<file path="src/rtl/buzzer_pkg.sv">
// Shared definitions for the buzzer scheduler: states, grant bit positions,
// default timing constants and small helper functions.
package buzzer_pkg;

    typedef enum logic [2:0] {
        ST_IDLE,
        ST_ALARM,
        ST_CHIME_ON,
        ST_CHIME_GAP,
        ST_KEY
    } state_t;

    localparam int GNT_ALARM = 2;
    localparam int GNT_CHIME = 1;
    localparam int GNT_KEY   = 0;

    localparam int DEF_ALARM_SEC    = 30;
    localparam int DEF_MELODY_SEC   = 2;
    localparam int DEF_TONE_HI_HALF = 1;
    localparam int DEF_TONE_LO_HALF = 2;
    localparam int DEF_CHIME_ON     = 200;
    localparam int DEF_CHIME_GAP    = 200;
    localparam int DEF_KEY_LEN      = 50;

    localparam logic [3:0] MAX_CHIME = 4'd12;

    // Bits needed to hold 0..n-1, never less than one bit.
    function automatic int cnt_width(input int n);
        return (n <= 2) ? 1 : $clog2(n);
    endfunction

    // A chime count of 0 or anything above 12 plays the full twelve beeps.
    function automatic logic [3:0] norm_count(input logic [3:0] c);
        return ((c == 4'd0) || (c > MAX_CHIME)) ? MAX_CHIME : c;
    endfunction

endpackage

</file>
<file path="src/rtl/buzzer_sched_if.sv">
// Request/response bundle between the timekeeping logic and the buzzer scheduler.
interface buzzer_sched_if;
    logic       tick_1hz;
    logic       alarm_req;
    logic       alarm_stop;
    logic       chime_req;
    logic [3:0] chime_count;
    logic       key_req;
    logic       buzzer;
    logic [2:0] grant;
    logic       busy;
    logic       alarm_flag;

    modport master (
        output tick_1hz, alarm_req, alarm_stop, chime_req, chime_count, key_req,
        input  buzzer, grant, busy, alarm_flag
    );

    modport slave (
        input  tick_1hz, alarm_req, alarm_stop, chime_req, chime_count, key_req,
        output buzzer, grant, busy, alarm_flag
    );
endinterface

</file>
<file path="src/rtl/tone_gen.sv">
// Square-wave generator with two selectable half-periods. The enable, select and
// restart inputs describe the upcoming cycle, so a restart or disable takes
// effect on the same edge the scheduler changes state.
module tone_gen
    import buzzer_pkg::*;
#(
    parameter int HI_HALF = DEF_TONE_HI_HALF,
    parameter int LO_HALF = DEF_TONE_LO_HALF
) (
    input  logic clk,
    input  logic rst,
    input  logic en,
    input  logic restart,
    input  logic sel_lo,
    output logic wave
);

    localparam int MAXH = (HI_HALF > LO_HALF) ? HI_HALF : LO_HALF;
    localparam int HW   = cnt_width(MAXH);
    localparam logic [HW-1:0] HI_LAST = HW'(HI_HALF - 1);
    localparam logic [HW-1:0] LO_LAST = HW'(LO_HALF - 1);

    logic [HW-1:0] half_cnt;
    logic [HW-1:0] last;

    assign last = sel_lo ? LO_LAST : HI_LAST;

    // Count out each half-period and flip the output; silence and phase reset when disabled or restarted.
    always_ff @(posedge clk or negedge rst) begin
        if (!rst) begin
            half_cnt <= '0;
            wave     <= 1'b0;
        end else if (!en || restart) begin
            half_cnt <= '0;
            wave     <= 1'b0;
        end else if (half_cnt >= last) begin
            half_cnt <= '0;
            wave     <= ~wave;
        end else begin
            half_cnt <= half_cnt + 1'b1;
        end
    end

endmodule

</file>
<file path="src/rtl/buzzer_sched.sv">
// Single-buzzer scheduler: arbitrates alarm, hourly chime and key click onto one
// piezo output with fixed priority (alarm > chime > key) and preemption.
module buzzer_sched
    import buzzer_pkg::*;
#(
    parameter int ALARM_SEC    = DEF_ALARM_SEC,
    parameter int MELODY_SEC   = DEF_MELODY_SEC,
    parameter int TONE_HI_HALF = DEF_TONE_HI_HALF,
    parameter int TONE_LO_HALF = DEF_TONE_LO_HALF,
    parameter int CHIME_ON     = DEF_CHIME_ON,
    parameter int CHIME_GAP    = DEF_CHIME_GAP,
    parameter int KEY_LEN      = DEF_KEY_LEN
) (
    input logic           clk,
    input logic           rst,
    buzzer_sched_if.slave bus
);

    localparam int MAXC_A = (CHIME_ON > CHIME_GAP) ? CHIME_ON : CHIME_GAP;
    localparam int MAXC   = (MAXC_A > KEY_LEN) ? MAXC_A : KEY_LEN;
    localparam int SW     = cnt_width(ALARM_SEC);
    localparam int PW     = cnt_width(MELODY_SEC);
    localparam int CW     = cnt_width(MAXC);

    localparam logic [SW-1:0] SEC_LAST = SW'(ALARM_SEC - 1);
    localparam logic [PW-1:0] PH_LAST  = PW'(MELODY_SEC - 1);
    localparam logic [CW-1:0] ON_LOAD  = CW'(CHIME_ON - 1);
    localparam logic [CW-1:0] GAP_LOAD = CW'(CHIME_GAP - 1);
    localparam logic [CW-1:0] KEY_LOAD = CW'(KEY_LEN - 1);

    state_t        state_q, state_n;
    logic [SW-1:0] sec_q, sec_n;
    logic [PW-1:0] ph_q, ph_n;
    logic          lo_q, lo_n;
    logic [CW-1:0] cyc_q, cyc_n;
    logic [3:0]    left_q, left_n;
    logic [3:0]    orig_q, orig_n;
    logic          pend_q, pend_n;
    logic [3:0]    pcnt_q, pcnt_n;
    logic          armed_q, armed_n;
    logic [2:0]    grant_q, grant_n;
    logic          busy_q, aflag_q;

    logic          alarm_start;
    logic [3:0]    req_cnt;
    logic          launch;
    logic [3:0]    launch_cnt;
    logic          tone_en, tone_restart, tone_lo;

    assign alarm_start = bus.alarm_req && armed_q && (state_q != ST_ALARM);
    assign req_cnt     = norm_count(bus.chime_count);

    // State and counter registers; armed comes out of reset set.
    always_ff @(posedge clk or negedge rst) begin
        if (!rst) begin
            state_q <= ST_IDLE;
            sec_q   <= '0;
            ph_q    <= '0;
            lo_q    <= 1'b0;
            cyc_q   <= '0;
            left_q  <= '0;
            orig_q  <= '0;
            pend_q  <= 1'b0;
            pcnt_q  <= '0;
            armed_q <= 1'b1;
        end else begin
            state_q <= state_n;
            sec_q   <= sec_n;
            ph_q    <= ph_n;
            lo_q    <= lo_n;
            cyc_q   <= cyc_n;
            left_q  <= left_n;
            orig_q  <= orig_n;
            pend_q  <= pend_n;
            pcnt_q  <= pcnt_n;
            armed_q <= armed_n;
        end
    end

    // Next-state logic: alarm start overrides everything, otherwise each state runs its own sequence.
    always_comb begin
        state_n    = state_q;
        sec_n      = sec_q;
        ph_n       = ph_q;
        lo_n       = lo_q;
        cyc_n      = cyc_q;
        left_n     = left_q;
        orig_n     = orig_q;
        pend_n     = pend_q;
        pcnt_n     = pcnt_q;
        armed_n    = armed_q;
        launch     = 1'b0;
        launch_cnt = req_cnt;

        if (!armed_q && !bus.alarm_req) begin
            armed_n = 1'b1;
        end

        if (alarm_start) begin
            state_n = ST_ALARM;
            sec_n   = '0;
            ph_n    = '0;
            lo_n    = 1'b0;
            if ((state_q == ST_CHIME_ON) || (state_q == ST_CHIME_GAP)) begin
                pend_n = 1'b1;
                pcnt_n = orig_q;
            end else if (bus.chime_req) begin
                pend_n = 1'b1;
                pcnt_n = req_cnt;
            end
        end else begin
            case (state_q)
                ST_IDLE: begin
                    if (bus.chime_req) begin
                        launch     = 1'b1;
                        launch_cnt = req_cnt;
                        pend_n     = 1'b0;
                    end else if (pend_q) begin
                        launch     = 1'b1;
                        launch_cnt = pcnt_q;
                        pend_n     = 1'b0;
                    end else if (bus.key_req) begin
                        state_n = ST_KEY;
                        cyc_n   = KEY_LOAD;
                    end
                end
                ST_ALARM: begin
                    if (bus.chime_req) begin
                        pend_n = 1'b1;
                        pcnt_n = req_cnt;
                    end
                    if (bus.alarm_stop || (bus.tick_1hz && (sec_q == SEC_LAST))) begin
                        state_n = ST_IDLE;
                        armed_n = 1'b0;
                        lo_n    = 1'b0;
                    end else if (bus.tick_1hz) begin
                        sec_n = sec_q + 1'b1;
                        if (ph_q == PH_LAST) begin
                            ph_n = '0;
                            lo_n = ~lo_q;
                        end else begin
                            ph_n = ph_q + 1'b1;
                        end
                    end
                end
                ST_CHIME_ON: begin
                    if (cyc_q == '0) begin
                        left_n = left_q - 4'd1;
                        if (left_q == 4'd1) begin
                            state_n = ST_IDLE;
                        end else begin
                            state_n = ST_CHIME_GAP;
                            cyc_n   = GAP_LOAD;
                        end
                    end else begin
                        cyc_n = cyc_q - 1'b1;
                    end
                end
                ST_CHIME_GAP: begin
                    if (cyc_q == '0) begin
                        state_n = ST_CHIME_ON;
                        cyc_n   = ON_LOAD;
                    end else begin
                        cyc_n = cyc_q - 1'b1;
                    end
                end
                ST_KEY: begin
                    if (bus.chime_req) begin
                        launch     = 1'b1;
                        launch_cnt = req_cnt;
                    end else if (cyc_q == '0) begin
                        state_n = ST_IDLE;
                    end else begin
                        cyc_n = cyc_q - 1'b1;
                    end
                end
                default: state_n = ST_IDLE;
            endcase

            if (launch) begin
                state_n = ST_CHIME_ON;
                cyc_n   = ON_LOAD;
                left_n  = launch_cnt;
                orig_n  = launch_cnt;
            end
        end
    end

    // Decode the upcoming state into the one-hot grant.
    always_comb begin
        grant_n = '0;
        case (state_n)
            ST_ALARM:                  grant_n[GNT_ALARM] = 1'b1;
            ST_CHIME_ON, ST_CHIME_GAP: grant_n[GNT_CHIME] = 1'b1;
            ST_KEY:                    grant_n[GNT_KEY]   = 1'b1;
            default:                   grant_n = '0;
        endcase
    end

    // Register the status outputs so they line up with the state register.
    always_ff @(posedge clk or negedge rst) begin
        if (!rst) begin
            grant_q <= '0;
            busy_q  <= 1'b0;
            aflag_q <= 1'b0;
        end else begin
            grant_q <= grant_n;
            busy_q  <= (state_n != ST_IDLE);
            aflag_q <= (state_n == ST_ALARM);
        end
    end

    assign tone_en      = (state_n == ST_ALARM) || (state_n == ST_CHIME_ON) || (state_n == ST_KEY);
    assign tone_lo      = (state_n == ST_ALARM) && lo_n;
    assign tone_restart = (state_n != state_q) || (lo_n != lo_q);

    tone_gen #(
        .HI_HALF (TONE_HI_HALF),
        .LO_HALF (TONE_LO_HALF)
    ) u_tone (
        .clk     (clk),
        .rst     (rst),
        .en      (tone_en),
        .restart (tone_restart),
        .sel_lo  (tone_lo),
        .wave    (bus.buzzer)
    );

    assign bus.grant      = grant_q;
    assign bus.busy       = busy_q;
    assign bus.alarm_flag = aflag_q;

endmodule

</file>
<file path="src/flat_wrapper.sv">
// flat-port wrapper written by rule: the top's interface ports become plain ports
module buzzer_sched_flat import buzzer_pkg::*;
#(
    parameter int ALARM_SEC    = DEF_ALARM_SEC,
    parameter int MELODY_SEC   = DEF_MELODY_SEC,
    parameter int TONE_HI_HALF = DEF_TONE_HI_HALF,
    parameter int TONE_LO_HALF = DEF_TONE_LO_HALF,
    parameter int CHIME_ON     = DEF_CHIME_ON,
    parameter int CHIME_GAP    = DEF_CHIME_GAP,
    parameter int KEY_LEN      = DEF_KEY_LEN
)
  (clk, rst, bus_tick_1hz, bus_alarm_req, bus_alarm_stop, bus_chime_req, bus_chime_count, bus_key_req, bus_buzzer, bus_grant, bus_busy, bus_alarm_flag);
  buzzer_sched_if bus_i ();
  input logic clk;
  input logic rst;
  input wire logic [$bits(bus_i.tick_1hz)-1:0] bus_tick_1hz;
  input wire logic [$bits(bus_i.alarm_req)-1:0] bus_alarm_req;
  input wire logic [$bits(bus_i.alarm_stop)-1:0] bus_alarm_stop;
  input wire logic [$bits(bus_i.chime_req)-1:0] bus_chime_req;
  input wire logic [$bits(bus_i.chime_count)-1:0] bus_chime_count;
  input wire logic [$bits(bus_i.key_req)-1:0] bus_key_req;
  output wire logic [$bits(bus_i.buzzer)-1:0] bus_buzzer;
  output wire logic [$bits(bus_i.grant)-1:0] bus_grant;
  output wire logic [$bits(bus_i.busy)-1:0] bus_busy;
  output wire logic [$bits(bus_i.alarm_flag)-1:0] bus_alarm_flag;
  assign bus_i.tick_1hz = bus_tick_1hz;
  assign bus_i.alarm_req = bus_alarm_req;
  assign bus_i.alarm_stop = bus_alarm_stop;
  assign bus_i.chime_req = bus_chime_req;
  assign bus_i.chime_count = bus_chime_count;
  assign bus_i.key_req = bus_key_req;
  assign bus_buzzer = bus_i.buzzer;
  assign bus_grant = bus_i.grant;
  assign bus_busy = bus_i.busy;
  assign bus_alarm_flag = bus_i.alarm_flag;
  buzzer_sched #(.ALARM_SEC(ALARM_SEC), .MELODY_SEC(MELODY_SEC), .TONE_HI_HALF(TONE_HI_HALF), .TONE_LO_HALF(TONE_LO_HALF), .CHIME_ON(CHIME_ON), .CHIME_GAP(CHIME_GAP), .KEY_LEN(KEY_LEN)) u_core (.clk(clk), .rst(rst), .bus(bus_i));
endmodule
</file>
<file path="config.mk">
export PLATFORM = sky130hd
export DESIGN_NAME = buzzer_sched_flat
export DESIGN_NICKNAME = d
export VERILOG_FILES = /design/src/rtl/buzzer_pkg.sv /design/src/rtl/buzzer_sched_if.sv /design/src/rtl/tone_gen.sv /design/src/rtl/buzzer_sched.sv /design/src/flat_wrapper.sv
export SDC_FILE = /design/constraint.sdc
export NUM_CORES = 1
export LEC_CHECK = 0
export ABC_AREA = 1
export CORE_MARGIN = 1
export CORE_UTILIZATION = 58
export CTS_CLUSTER_DIAMETER = 40
export DETAILED_ROUTE_END_ITERATION = 8
export GPL_TIMING_DRIVEN = 0
export PLACE_DENSITY = 0.79
export SLEW_MARGIN = 20
export SYNTH_ARGS = -nofsm -noshare
export SYNTH_HDL_FRONTEND = slang
export SYNTH_SLANG_ARGS = --single-unit
</file>
<file path="constraint.sdc">
create_clock -name clk -period 2.25 [get_ports clk]
set_input_delay 0.3375 -clock clk [delete_from_list [all_inputs] [get_ports clk]]
set_output_delay 0.3375 -clock clk [all_outputs]
set_load 0.05 [all_outputs]
</file>
==> parameters.txt <==
Parameter                              Value

Route
  ANT nets after route ... 0
  Detailed-route DRC error count ... 0
  Initial DRC Count ... 134
  Final routed wirelength across all metal layers ... 4.64 mm
  Vias ... 1967
  Drt first pass iters ... 5
  Vias/cell ... 5.39
  Average wire per standard cell ... 12.7 um

Yosys
  Main flop type after synthesis ... dfrtp_1
  Dominant cells by area after synthesis ... dfrtp_1 (41%), nand2_1 (9.2%), o21ai_0 (6.5%)
  Post-Synthesis Mean Instance Area ... 7.69 sq um
  Synthesized cell area ... 2240 sq um
  Most instantiated cells after synthesis ... nand2_1 (55), dfrtp_1 (37), inv_1 (37), nor2_1 (33), o21ai_0 (29)
  Cell type with the highest aggregate area in the netlist ... dfrtp_1
  Part of the Yosys area used for sequential elements ... 0.425
  Most repeated cell in the gate-level netlist after synthesis ... nand2_1
  Number of standard cells after synthesis ... 291
  Share of synthesized flip-flops with an asynchronous set or reset ... 1.00
  Synth Register Bits ... 38
  Top cell type's share of synthesized area ... 0.414
  Syn_nets ... 307
  Yosys warning total ... 0
  Distinct cell type count after synthesis ... 33
  Post-synth EDFFs ... 0

Cells and area
  Final Util ... 0.698
  Fin cells ... 365
  Final nets ... 332
  Register Area ... 952 sq um
  Synthesis-to-finish area growth ... 15.0%
  Area occupied by multi-input gates ... 1100 sq um
  Number of filler cells placed in the layout ... 321
  Final antenna diode count ... 0
  Share of post-route cells with drive strength above 1 ... 0.126

Flow run
  Number of maximum-capacitance violations ... 0

Setup path
  Launch point of the worst reg-to-reg path ... u_core.cyc_q[0]
  End of the worst register-to-register path ... u_core.cyc_q[7]
  Crit start category ... flip-flop
  Endpoint kind of the worst setup timing path ... flip-flop
  CP max FO ... 10
  Worst-case register-to-register setup slack ... 250 ps
  Required time worst endpoint ... 2470 ps
  Classification of the worst setup path ... reg -> reg
  Arrival @ worst endpoint ... 2220 ps
  Worst reg-to-reg path cell count ... 12

Pwr
  Highest ir drop seen on vdd ... 0.000763 V
  Final total power ... 3.49 mW
  Comb pwr share ... 0.532
  Clock group share of total power ... 0.129
  Power density over the cells ... 1360 nW/um^2
  Proportion of total power due to net switching ... 0.467
  Sequential Power Share ... 0.338
  Leakage power summed over all cells ... 1.25 nW
  Internal power ... 1.86 mW
  Switching power summed over all nets ... 1.63 mW

Placed design
  HPWL reported at the end of detailed placement ... 3.53 mm
  Number of port buffers ... 16
  Post-Place Setup Slack ... 37.2 ps
  GP Congestion ... 0.923
  Inst Count DP ... 356

STA
  Worst Setup Slack, final ... 249 ps
  Final min period ... 2000 ps
  Tcrit/Tclk final ... 0.889
  Worst-Margin Slew ... 505 ps
  Final setup skew ... 7.68 ps
  RSZ-0062 raised after global routing ... false
  Slew headroom ... 0.662
  Slew Limit Fails ... 0
  Final hold violation count ... 0
  Number of failing setup endpoints in the final timing report ... 0
  Highest achievable clock rate ... 500 MHz
  Setup tns final ... 0 ps

Global routing
  Total routing resource utilization after global routing ... 0.260
  Antenna violations before repair ... 0
  Overflow after GRT ... 0
  Wire length of the first global-routing pass ... 8.17 mm
  Vias in the first global route ... 1890
  Largest net degree at the start of global routing ... 23

Worst hold path
  Number of cells on the worst hold path ... 2
  Start point of the worst min-delay path ... u_core.armed_q
  Path type of the worst min-delay path ... reg -> reg
  Worst min-delay path endpoint ... u_core.armed_q

Die
  Vertical die dimension ... 64.1 um
  Placeable core region ... 3690 sq um
  Effective utilization at floorplan ... 0.607
  # IOs ... 17
  X dimension of the die ... 64.1 um
  Number of placement rows ... 22
  Total die area ... 4110 sq um

CTS
  Number of clock sinks ... 38
  CTS tree ... built
  H-tree Lvls ... 2
  Root buf cell ... clkbuf_8
  Clock Latency Late Sink ... 290 ps
  Maximum clock insertion buffer count ... 2
  Number of clock buffers inserted by TritonCTS ... 5
  Clock edge transition at the registers on the reported setup and hold paths ... 70 ps

Run status
  Status ... completed
-- per-stage QoR --
stage	hold slack, ps	cell area (sq um)
floorplan	41.9	2240
global placement	471	2460
detailed placement	300	2480
CTS	492	2570
global route	510	2570
finish	487	2570
-- final cells by class --
type,count,area share
inverters,46,0.0671
clock buffers,8,0.0311
well taps,48,0.0233
repair buffers,18,0.0749
plain buffers,2,0.00729
multi-input cells,205,0.426
flip-flops and latches,38,0.370
-- timing repair --
item                                    CTS  global route
hold buffers                              1             0
setup buffers                             0             0
hold endpoints to repair                 15             0
endpoints found under the setup margin    0             5
resized for setup                         0             1
-- layer usage --
metal,up-vias,wire (um),track usage
met3,10,272,0.0589
met5,-,0,0
met2,62,2100,0.419
met1,899,2150,0.331
met4,0,112,0.122
li1,996,-,-
-- layout by cell type, fill, tap and decap left out, types with 5 or more instances in the layout --
| master | n |
|---|---|
| nand2_1 | 55 |
| clkdlybuf4s50_1 | 15 |
| a21oi_1 | 14 |
| mux2_2 | 5 |
| dfrtp_1 | 37 |
| o21ai_0 | 29 |
| nor2_1 | 33 |
| nand3_1 | 21 |
| nand4_1 | 5 |
| inv_1 | 37 |
| inv_2 | 9 |
| clkbuf_8 | 5 |
-- worst max path at each step --
| stage | start | endpoint | slack, ps | cells after the start |
|---|---|---|---|---|
| 6_report | u_core.cyc_q[0] | u_core.cyc_q[7] | 250 | 12 |
| 5_1_grt | u_core.cyc_q[0] | u_core.cyc_q[7] | 6 | 12 |
| 4_1_cts | u_core.cyc_q[0] | u_core.cyc_q[7] | 230 | 12 |
| 3_5_place_dp | bus_chime_req | u_core.u_tone.wave | 40 | 13 |
| 3_3_place_gp | rst | u_core.u_tone.wave | -60 | 1 |
| 2_1_floorplan | u_core.cyc_q[0] | u_core.u_tone.wave | 530 | 13 |
-- power by group through the flow --
stage | clock network, mW | logic [mW] | registers, mW
after floorplan | 0 | 1.31 | 1.26
after global placement | 0 | 1.78 | 1.18
after detailed placement | 0 | 1.84 | 1.19
after CTS | 0.463 | 1.85 | 1.18
after global routing | 0.487 | 2.09 | 1.21
final | 0.452 | 1.86 | 1.18
-- flip-flops by register name (all words and copies together), names as in the netlist, 2 cells and up --
name	cells
u_core.bus.grant	2
u_core.cyc_q	8
u_core.left_q	4
u_core.orig_q	4
u_core.pcnt_q	4
u_core.sec_q	5
u_core.state_q	3
-- cells by family (layout without fill, tap and decap cells) --
family,after synthesis,after routing,synth area share
DFF,38,38,0.425
adders and majority gates,5,5,0.0279
buffers and inverters,48,74,0.0855
AOI/OAI and AO/OA,57,57,0.141
and+or+nand+nor,132,132,0.272
muxes,5,5,0.0252
xor gates and xnor gates,6,6,0.0235
-- critical path, stage by stage, from the launching register on --
cell,delay (ps)
dfrtp_1,400
inv_1,80
ha_2,250
nand2_1,110
nor2_4,230
nand3_1,140
nand2_1,80
nand2_1,60
nand2_2,120
inv_2,100
nand2_1,130
a21oi_2,70
a21oi_1,140
Note: power is estimated with default switching activity, not from simulation.
